==> config.mk <==
export PLATFORM = sky130hd
export DESIGN_NAME = counter_burst_arbiter_flat
export DESIGN_NICKNAME = d
export VERILOG_FILES = /design/src/rtl/counter_arb_pkg.sv /design/src/rtl/counter_burst_arbiter_if.sv /design/src/rtl/burst_beat_counter.sv /design/src/rtl/counter_burst_arbiter.sv /design/src/flat_wrapper.sv
export SDC_FILE = /design/constraint.sdc
export NUM_CORES = 1
export LEC_CHECK = 0
export CAP_MARGIN = 40
export CORE_AREA = 2 2 39 41
export CTS_BUF_LIST = sky130_fd_sc_hd__clkbuf_16
export CTS_CLUSTER_DIAMETER = 40
export CTS_CLUSTER_SIZE = 10
export DETAILED_ROUTE_END_ITERATION = 12
export DIE_AREA = 0 0 41 43
export HOLD_SLACK_MARGIN = 0.1
export SLEW_MARGIN = 15
export SYNTH_ARGS = -nofsm -noshare
export SYNTH_HDL_FRONTEND = slang
export SYNTH_HIERARCHICAL = 1
export SYNTH_SLANG_ARGS = --single-unit
==> constraint.sdc <==
create_clock -name clk -period 2.12 [get_ports clk]
set_clock_uncertainty 0.2 [all_clocks]
set_input_delay 0.212 -clock clk [delete_from_list [all_inputs] [get_ports clk]]
set_output_delay 0.212 -clock clk [all_outputs]
set_load 0.05 [all_outputs]
==> src/rtl/counter_arb_pkg.sv <==
// Shared state encoding and default sizing for the counter burst arbiter.
package counter_arb_pkg;

  typedef enum logic [1:0] {
    IDLE    = 2'b00,
    CLEAR   = 2'b01,
    RUN     = 2'b10,
    RELEASE = 2'b11
  } arb_state_t;

  localparam int DEFAULT_BURST_LEN = 8;
  localparam int DEFAULT_BEAT_W    = 3;

  function automatic logic [1:0] onehot2(input logic idx);
    return idx ? 2'b10 : 2'b01;
  endfunction

endpackage

==> src/rtl/counter_burst_arbiter_if.sv <==
// Requester/counter-side signal bundle of the burst arbiter; slave is the arbiter side.
interface counter_burst_arbiter_if;

  logic [1:0] req;
  logic [1:0] req_mode;
  logic [1:0] gnt;
  logic [1:0] done;
  logic       cnt_enable;
  logic       cnt_mode;
  logic       cnt_reset;
  logic       busy;

  modport master (
    output req, req_mode,
    input  gnt, done, cnt_enable, cnt_mode, cnt_reset, busy
  );

  modport slave (
    input  req, req_mode,
    output gnt, done, cnt_enable, cnt_mode, cnt_reset, busy
  );

endinterface

==> src/rtl/burst_beat_counter.sv <==
// Beat counter for one burst: sync clear, increment enable, flag on the final beat.
module burst_beat_counter
  import counter_arb_pkg::*;
#(
  parameter int BURST_LEN = DEFAULT_BURST_LEN,
  parameter int BEAT_W    = DEFAULT_BEAT_W
) (
  input  logic clk,
  input  logic reset,
  input  logic clear,
  input  logic inc,
  output logic last
);

  localparam logic [BEAT_W-1:0] LAST_BEAT = BEAT_W'(BURST_LEN - 1);

  logic [BEAT_W-1:0] beat;

  always_ff @(posedge clk) begin
    if (reset || clear)
      beat <= '0;
    else if (inc)
      beat <= beat + 1'b1;
  end

  assign last = (beat == LAST_BEAT);

endmodule

==> src/rtl/counter_burst_arbiter.sv <==
// Round-robin burst arbiter driving a shared counter's enable/mode/reset pins.
// Build option: define IDLE_PARK_EN to hold the counter in reset between bursts.
module counter_burst_arbiter
  import counter_arb_pkg::*;
#(
  parameter int BURST_LEN = DEFAULT_BURST_LEN,
  parameter int BEAT_W    = DEFAULT_BEAT_W
) (
  input  logic                   clk,
  input  logic                   reset,
  counter_burst_arbiter_if.slave bus
);

  arb_state_t state, state_nxt;
  logic       rr_ptr, rr_ptr_nxt;
  logic       winner, winner_nxt;
  logic       mode_q, mode_nxt;
  logic       beat_clear, beat_inc, beat_last;

  burst_beat_counter #(
    .BURST_LEN(BURST_LEN),
    .BEAT_W   (BEAT_W)
  ) u_beat (
    .clk  (clk),
    .reset(reset),
    .clear(beat_clear),
    .inc  (beat_inc),
    .last (beat_last)
  );

  always_ff @(posedge clk) begin
    if (reset) begin
      state  <= IDLE;
      rr_ptr <= 1'b1;
      winner <= 1'b0;
      mode_q <= 1'b0;
    end else begin
      state  <= state_nxt;
      rr_ptr <= rr_ptr_nxt;
      winner <= winner_nxt;
      mode_q <= mode_nxt;
    end
  end

  // Outputs decode only state and registered winner/mode, so req never reaches them.
  always_comb begin
    state_nxt      = state;
    rr_ptr_nxt     = rr_ptr;
    winner_nxt     = winner;
    mode_nxt       = mode_q;
    beat_clear     = 1'b0;
    beat_inc       = 1'b0;
    bus.gnt        = 2'b00;
    bus.done       = 2'b00;
    bus.cnt_enable = 1'b0;
    bus.cnt_mode   = mode_q;
    bus.cnt_reset  = 1'b0;
    bus.busy       = (state != IDLE);

    case (state)
      IDLE: begin
`ifdef IDLE_PARK_EN
        bus.cnt_reset = 1'b1;
        bus.cnt_mode  = 1'b0;
`endif
        if (bus.req != 2'b00) begin
          winner_nxt = (bus.req == 2'b11) ? ~rr_ptr : bus.req[1];
          mode_nxt   = bus.req_mode[winner_nxt];
          state_nxt  = CLEAR;
        end
      end
      CLEAR: begin
        bus.gnt       = onehot2(winner);
        bus.cnt_reset = 1'b1;
        beat_clear    = 1'b1;
        state_nxt     = RUN;
      end
      RUN: begin
        bus.gnt        = onehot2(winner);
        bus.cnt_enable = 1'b1;
        beat_inc       = 1'b1;
        if (beat_last || !bus.req[winner])
          state_nxt = RELEASE;
      end
      RELEASE: begin
        bus.done   = onehot2(winner);
        rr_ptr_nxt = winner;
        state_nxt  = IDLE;
      end
      default: state_nxt = IDLE;
    endcase
  end

endmodule
==> src/flat_wrapper.sv <==
// flat-port wrapper written by rule: the top's interface ports become plain ports
module counter_burst_arbiter_flat import counter_arb_pkg::*;
#(
  parameter int BURST_LEN = DEFAULT_BURST_LEN,
  parameter int BEAT_W    = DEFAULT_BEAT_W
)
  (clk, reset, bus_req, bus_req_mode, bus_gnt, bus_done, bus_cnt_enable, bus_cnt_mode, bus_cnt_reset, bus_busy);
  counter_burst_arbiter_if bus_i ();
  input  logic clk;
  input  logic reset;
  input wire logic [$bits(bus_i.req)-1:0] bus_req;
  input wire logic [$bits(bus_i.req_mode)-1:0] bus_req_mode;
  output wire logic [$bits(bus_i.gnt)-1:0] bus_gnt;
  output wire logic [$bits(bus_i.done)-1:0] bus_done;
  output wire logic [$bits(bus_i.cnt_enable)-1:0] bus_cnt_enable;
  output wire logic [$bits(bus_i.cnt_mode)-1:0] bus_cnt_mode;
  output wire logic [$bits(bus_i.cnt_reset)-1:0] bus_cnt_reset;
  output wire logic [$bits(bus_i.busy)-1:0] bus_busy;
  assign bus_i.req = bus_req;
  assign bus_i.req_mode = bus_req_mode;
  assign bus_gnt = bus_i.gnt;
  assign bus_done = bus_i.done;
  assign bus_cnt_enable = bus_i.cnt_enable;
  assign bus_cnt_mode = bus_i.cnt_mode;
  assign bus_cnt_reset = bus_i.cnt_reset;
  assign bus_busy = bus_i.busy;
  counter_burst_arbiter #(.BURST_LEN(BURST_LEN), .BEAT_W(BEAT_W)) u_core (.clk(clk), .reset(reset), .bus(bus_i));
endmodule
Yosys cells after proc, flatten, opt, wreduce, memory -nomap -nowiden --
Index checks and enable logic that the tools add are counted.
Word-level totals: register bits after elaboration 8, input port bits 6, output and inout port bits 8, logic and storage cells 38
Cells by class: $add $sub $neg 1, order comparisons 2, equal/unequal tests 7, multiplexer cells 13, bitwise operators 1, reductions and logical operators 9
Operators by type and width (number):
- 2-bit 2-to-1 mux | 5
- 2-bit case mux with 4 select lines | 1
- 1-bit 2-to-1 mux | 7
- 2-bit equality test, second input constant | 3
- 1-bit by 2-bit less-than comparator with 1-bit output, second input constant | 2
- 2-bit by 1-bit inequality test with 1-bit output, second input constant | 2
- 2-bit AND reduction | 2
- 2-bit nonzero test | 2
- 3-bit by 1-bit adder with 3-bit output, second input constant | 1
- 3-bit equality test, second input constant | 1
- 2-bit by 1-bit equality test with 1-bit output, second input constant | 1
- 2-bit zero test | 1
- 1-bit logical OR | 2
- 2-bit OR reduction | 1
- 1-bit zero test | 1
- 1-bit NOT | 1

Logic depth before layout (Yosys ltp) --
depth after elaboration 6, depth in mapped cells 5, gate-level depth less buffers 5

By module --
Netlist, hierarchy kept.
By module, submodules not included:
- counter_burst_arbiter | times used 1, cells an instance 39, area each 345.3 sq um, sequential area each 100.1 sq um
- burst_beat_counter | times used 1, cells an instance 11, area each 133.9 sq um, sequential area each 60.1 sq um

Least setup slack after synthesis --
No wires, ideal clock.
kind register to output, start point register u_core.state[0], end point output bus_gnt[0], data arrival time 1.443 ns, data required time 1.708 ns, path slack 0.265 ns, cell stages (with the launch flop) 4, buffers on the path 0, path through dfxtp_1 -> inv_1 -> ha_1 -> nor2b_1
Between the ends: word-level cells in the longest chain between the ends 3, elaborated cells between the ends (all ways) 4
RTL lines:
- from (decl) | RTL line counter_burst_arbiter.sv:14 | arb_state_t state, state_nxt;
- from (signal assigned) | RTL line counter_burst_arbiter.sv:38 | state <= state_nxt;
- 2-bit by 1-bit equality test with 1-bit output or 2-bit equality test (tied branches) | RTL line counter_burst_arbiter.sv:60 | case (state)
- 2-bit OR reduction (no source line) (*)
- 2-bit 2-to-1 mux (*)
- to (decl) | RTL line flat_wrapper.sv:13 | output wire logic [$bits(bus_i.gnt)-1:0] bus_gnt;
Every way passes the cells marked *; elsewhere a longest branch is shown, timed or not.

Worst setup path in the final report --
Same ends and word-level chain as after synthesis.

==> results.md <==
* Crit-path max FO at 4
* Overall Power at 1.11 mW
* All-Layer GR Usage at 0.136
* Worst r2r src: u_core/state[0]
* Power per cell area at 1550 nW/um2
* Number of distinct library cells after synthesis at 20
* R2R depth at 5
* Post-synthesis cell area at 479 um2
* Fin crit share at 0.859
* Setup violations, final at 0
* R2R Setup Slk at 540 ps
* Nets at 81
* Share of cells above drive strength 1 at 0.182
* Critical path launch point type: register
* Gr ovfl total at 0
* Clk Latency, worst-skew pair at 230 ps
* Ports at 14
* DRT Pass-1 Iters at 2
* Worst-case clock buffer depth at 2
* Critical path type: reg2out
* VDD IR max at 0.000653 V
* Placed cell area at 637 um2
* Hold Fails Final Rpt at 0
* Synthesis-to-layout area growth at 48.6%
* Total Wirelength at 897 um
* LEAKAGE at 0.321 nW
* Yosys reg bits at 8
* Final ANT Viol Nets at 0
* CTS hold repair buffers at 0
* Die Area at 1760 um2
* WL met2 at 376 um
* Yosys warnings at 6
* CTS sink cnt at 8
* Fillers at 130
* Commonest non-fill, non-tap cell in the layout: dfxtp_1
* Hold WC Path Type: reg2reg
* Yosys top cell by area: dfxtp_1
* Port Buffers at 13
* Antenna fix cells at 0
* Top layer in use: met4
* Worst EP required at 1710 ps
* Final setup TNS at 0 ps
* Die X-Extent at 41 um
* HPWL after DPL at 682 um
* RSZ-0062 raised after global routing: no
* Core footprint at 1380 um2
* Max_slew headroom at 0.672
* Min Clock Period, post-route at 1820 ps
* Initial drt markers at 1
* Sequential fraction of the synthesis area at 0.334
* Crit path to: bus_gnt[0]
* Chip height at 43 um
* Fmax at 549 MHz
* Synthesized area per cell at 9.58 um2
* Number of gates resized after CTS at 0
* Reg2reg end: u_core/state[0]
* Critical Path AT at 1410 ps
* CTS tree: built
* Drc violations at 0
* Max-cap violations at 0
* First-pass GRT wire length at 1610 um
* Clock Tree Root: clkbuf_16
* Via/cell ratio at 4.79
* Synth area leaders: dfxtp_1 (33%), ha_1 (18%), mux2i_1 (10%)
* Design Area, Final at 712 um2
* Met3 WL post-DR at 42 um
* DR vias at 393
* Vias in the first global route at 409
* H-tree levels at 1
* Slew Limit Fails at 0
* Drt wl/cell at 10.9 um
* Cells after synthesis at 50
* Met1 WL at 464 um
* Worst Tran Pin Value at 490 ps
* CP startpoint: u_core/state[0]
* Starting Density at 0.346
* Status: finished clean
* Worst-path clk slew at 40 ps
* Most frequent cells in the layout: dfxtp_1 (8), ha_1 (7), clkdlybuf4s50_1 (6)
* Post-Syn Nets at 63
* Row cnt at 14
* Top cell type's share of synthesized area at 0.334
* Final GP Congestion at 0.621
* Min Hold Slack at 269 ps
* Largest net degree at the start of global routing at 11
* Setup Buffers After CTS at 0
* Total CTS buffers at 3
* Antenna violations before repair at 0
* Crit path capture type: primary output
## where the power goes
| group | internal [mW] | leakage, nW | switching [mW] |
|---|---|---|---|
| logic | 0.226 | 0.218 | 0.351 |
| registers | 0.187 | 0.0655 | 0.0311 |
| clock network | 0.243 | 0.0370 | 0.0674 |
## cell type report
| type | count | area (um2) | share of cell area |
|---|---|---|---|
| Clock buffer | 3 | 75.1 | 0.105 |
| Inverter | 6 | 22.5 | 0.0316 |
| Multi-Input combinational cell | 36 | 297 | 0.417 |
| Sequential cell | 8 | 160 | 0.225 |
| Tap cell | 16 | 20.0 | 0.0281 |
| Timing Repair Buffer | 13 | 138 | 0.193 |
## cell families (layout without fill, tap and decap cells)
| group | count (synthesis) | count (layout) | share of synthesized area |
|---|---|---|---|
| AO/OA/AOI/OAI | 7 | 7 | 0.123 |
| multiplexers | 5 | 5 | 0.104 |
| XOR/XNOR | 1 | 1 | 0.0183 |
| adder cells (fa/ha/maj) | 7 | 7 | 0.183 |
| buffers and inverters | 6 | 22 | 0.0470 |
| AND/OR/NAND/NOR | 16 | 16 | 0.191 |
| flip-flops | 8 | 8 | 0.334 |
## worst max-delay path, cell delays in order, from the launching register on
cell,delay [ps]
dfxtp_1,370
inv_1,100
ha_1,310
nor2b_1,230
buf_12,170
## layer usage
metal  GRT usage  vias to the layer above
met1       0.179                      177
met4       0.100                        0
met2       0.184                        8
met3      0.0314                        2
met5           0                        -
li1            -                      206
## sequential cells by signal, indices dropped and copies added, names as in the netlist
name,flops
u_core/u_beat/beat,3
u_core/state,2
u_core/bus.cnt_mode,1
u_core/rr_ptr,1
u_core/winner,1
## worst min path at each step
stage / startpoint / to / slack [ps] / cells after the start
after floorplan: reset / u_core/u_beat/beat[0] / 80 / 1
after global placement: u_core/bus.cnt_mode / u_core/bus.cnt_mode / 270 / 2
after detailed placement: u_core/bus.cnt_mode / u_core/bus.cnt_mode / 260 / 2
after CTS: u_core/bus.cnt_mode / u_core/bus.cnt_mode / 270 / 2
after global routing: u_core/bus.cnt_mode / u_core/bus.cnt_mode / 300 / 2
final: u_core/bus.cnt_mode / u_core/bus.cnt_mode / 270 / 2
## per-stage QoR
stage,utilization,cells,setup WS (ps)
5_1_grt,0.514,82,228
2_1_floorplan,-,50,265
6_report,0.514,82,298
4_1_cts,0.514,82,285
3_3_place_gp,0.460,79,509
3_5_place_dp,0.460,79,492
## cell usage after synthesis, drive strengths merged
master  instances
mux2i           5
a221oi          1
a211o           1
o32a            1
nor2            2
nand2           2
a32oi           1
inv             6
o21bai          1
ha              7
dfxtp           8
o21ai           1
nor3            3
a32o            1
nand2b          5
nor2b           2
and2            2
xnor2           1
Power figures use the tool's default switching activity.
==> RTL edit: new RTL, same settings <==
The 4 states of `arb_state_t` get a one-hot encoding in 4 bits.
--- a/src/rtl/counter_arb_pkg.sv
+++ b/src/rtl/counter_arb_pkg.sv
@@ -1,11 +1,11 @@
 // Shared state encoding and default sizing for the counter burst arbiter.
 package counter_arb_pkg;
 
-  typedef enum logic [1:0] {
-    IDLE    = 2'b00,
-    CLEAR   = 2'b01,
-    RUN     = 2'b10,
-    RELEASE = 2'b11
+  typedef enum logic [3:0] {
+    IDLE    = 4'b0001,
+    CLEAR   = 4'b0010,
+    RUN     = 4'b0100,
+    RELEASE = 4'b1000
   } arb_state_t;
 
   localparam int DEFAULT_BURST_LEN = 8;
Formal check against the unedited RTL: same outputs for any inputs over 10 cycles, from zero or initial values and one cycle with reset high; not proved beyond that.
==> RTL edit against the original RTL <==
Register-to-register slack worse by 0.31 ns; wire length increased by 23%; highest routed layer is now met3; first-iteration DRC count grew to 5.0 times the old value; sequential cell count up 2; synthesized area rose by 5.7%; largest cell class unchanged; utilization grew 4.5 points; sequential share of layout area grew 3.5 points; global-route usage increased by 2.2 points; worst setup slack worse by 0.23 ns; via count up 17%; cell area rose by 8.8%.
Power is not compared: it rests on default switching activity, and its combinational part moved more than twofold at a synthesized area within 25%.
==> RTL edit: results (changes against the original RTL) <==
outcome = finished clean
crit path to = bus_done[1]
post-synthesis net count = 64 (+1.6%)
H-Tree Depth = 1 (unchanged)
Placed Cells = 85 (+7.6%)
Pre-antenna DRT Iters = 3 (+1)
later-pin clock latency in the skew report = 0.23 ns (about the same)
crit-path max FO = 9 (+5)
CP arrival = 1.64 ns (+0.23 ns)
WL per Instance = 12.4 um (+13%)
gpl congestion = 0.780 (+26%)
Syn Area/Cell = 9.05 sq um (-5.6%)
WHS Endpoint = u_core/bus.cnt_mode
drt total wl = 1.10 mm (+23%)
post-CTS setup buffer count = 0 (unchanged)
maxcap violations = 0 (unchanged)
hold wc startpoint = u_core/bus.cnt_mode
layout cells sized above 1 = 0.219 (+0.0374)
Max VDD drop = 0.454 mV
worst hold path class = reg -> reg
top post-synthesis cells by area = dfxtp_1, nor2_1, mux2i_1
Adder-Cell Fraction of Synth Area = 0.0494 (-0.133)
actual slew at the worst max-slew pin = 0.502 ns (+0.0119 ns)
post-synthesis mux area share = 0.0593 (-0.0452)
largest net degree at the start of global routing = 11 (unchanged)
reg2reg end = u_core/state[2]
Biggest register = u_core/state
crit path from = u_core/state[0]
XOR/XNOR Fraction of Synth Area = 0.0346 (+0.0163)
hold path cells = 2 (unchanged)
Detailed Place HPWL = 823 um (+21%)
Yosys cell types = 24 (+20%)
initial antenna violation count = 0 (unchanged)
Layout Nets = 82 (+1.2%)
sequential area share after synthesis = 0.395 (+0.0609)
overall global routing resource usage = 0.158 (+0.0220)
Ys Warns = 6 (unchanged)
post-layout min period = 2.05 ns (+0.230 ns)
first-pass GRT wire length = 1.80 mm (+12%)
dpl ws = 0.104 ns (-0.387 ns)
r2r startpoint = u_core/u_beat/beat[0]
Gates resized, CTS repair = 0 (unchanged)
most frequent cell after synthesis = dfxtp_1
Synth Area in Compound Gates = 0.141 (+0.0180)
Area after DPL = 694 sq um (+9.0%)
clock transition at the registers of the reported paths = 0.04 ns (about the same)
asr flop ratio synth = 0 (unchanged)
vias per cell = 5.18 (+8.1%)
setup TNS = 0 ns (unchanged)
Largest regs = u_core/state (4), u_core/u_beat/beat (3)
reg2reg path depth = 4 (-1)
leakage = 0.300 nW
first-iteration detailed-routing DRC count = 5 (+4)
CTS Buffer Depth = 2 (unchanged)
hold_ws = 0.278 ns (+0.00874 ns)
Post-synth top cells = dfxtp_1, nor2_1, inv_1
vias in the first global route = 448 (+9.5%)
# port buffers = 13 (unchanged)
setup slack, reg-to-reg = 0.23 ns (-0.31 ns)
RTL edit: worst max-delay path: stages, from the launching register on:
cell	delay, ns
dfxtp_1	0.38
or4b_1	0.60
nor2_1	0.25
buf_12	0.18
RTL edit: kinds of logic after synthesis:
family                   count (synthesis)
AO/OA/AOI/OAI                            9
multiplexers                             3
adder cells (fa/ha/maj)                  2
flip-flops                              10
buffers and inverters                    6
AND/OR/NAND/NOR                         24
XOR/XNOR                                 2
RTL edit: power breakdown:
group | switching [mW] | internal (mW)
combinational | 0.0644 | 0.0450
sequential | 0.0147 | 0.199
clock | 0.0849 | 0.247
RTL edit: area by class of cell:
cell class	count	area [sq um]
Fill cell	133	609
Clock buffer	3	75.1
Clock inverter	1	3.75
Timing Repair Buffer	15	178
Inverter	4	15.0
Multi-Input combinational cell	40	282
Tap cell	16	20.0
Sequential cell	10	201
RTL edit: per-layer routing:
metal	vias up	track usage	wire length, um
li1	237	-	-
met1	217	0.179	514
met2	7	0.234	548
met3	0	0.0785	40
met4	0	0.0800	0
met5	-	0	0
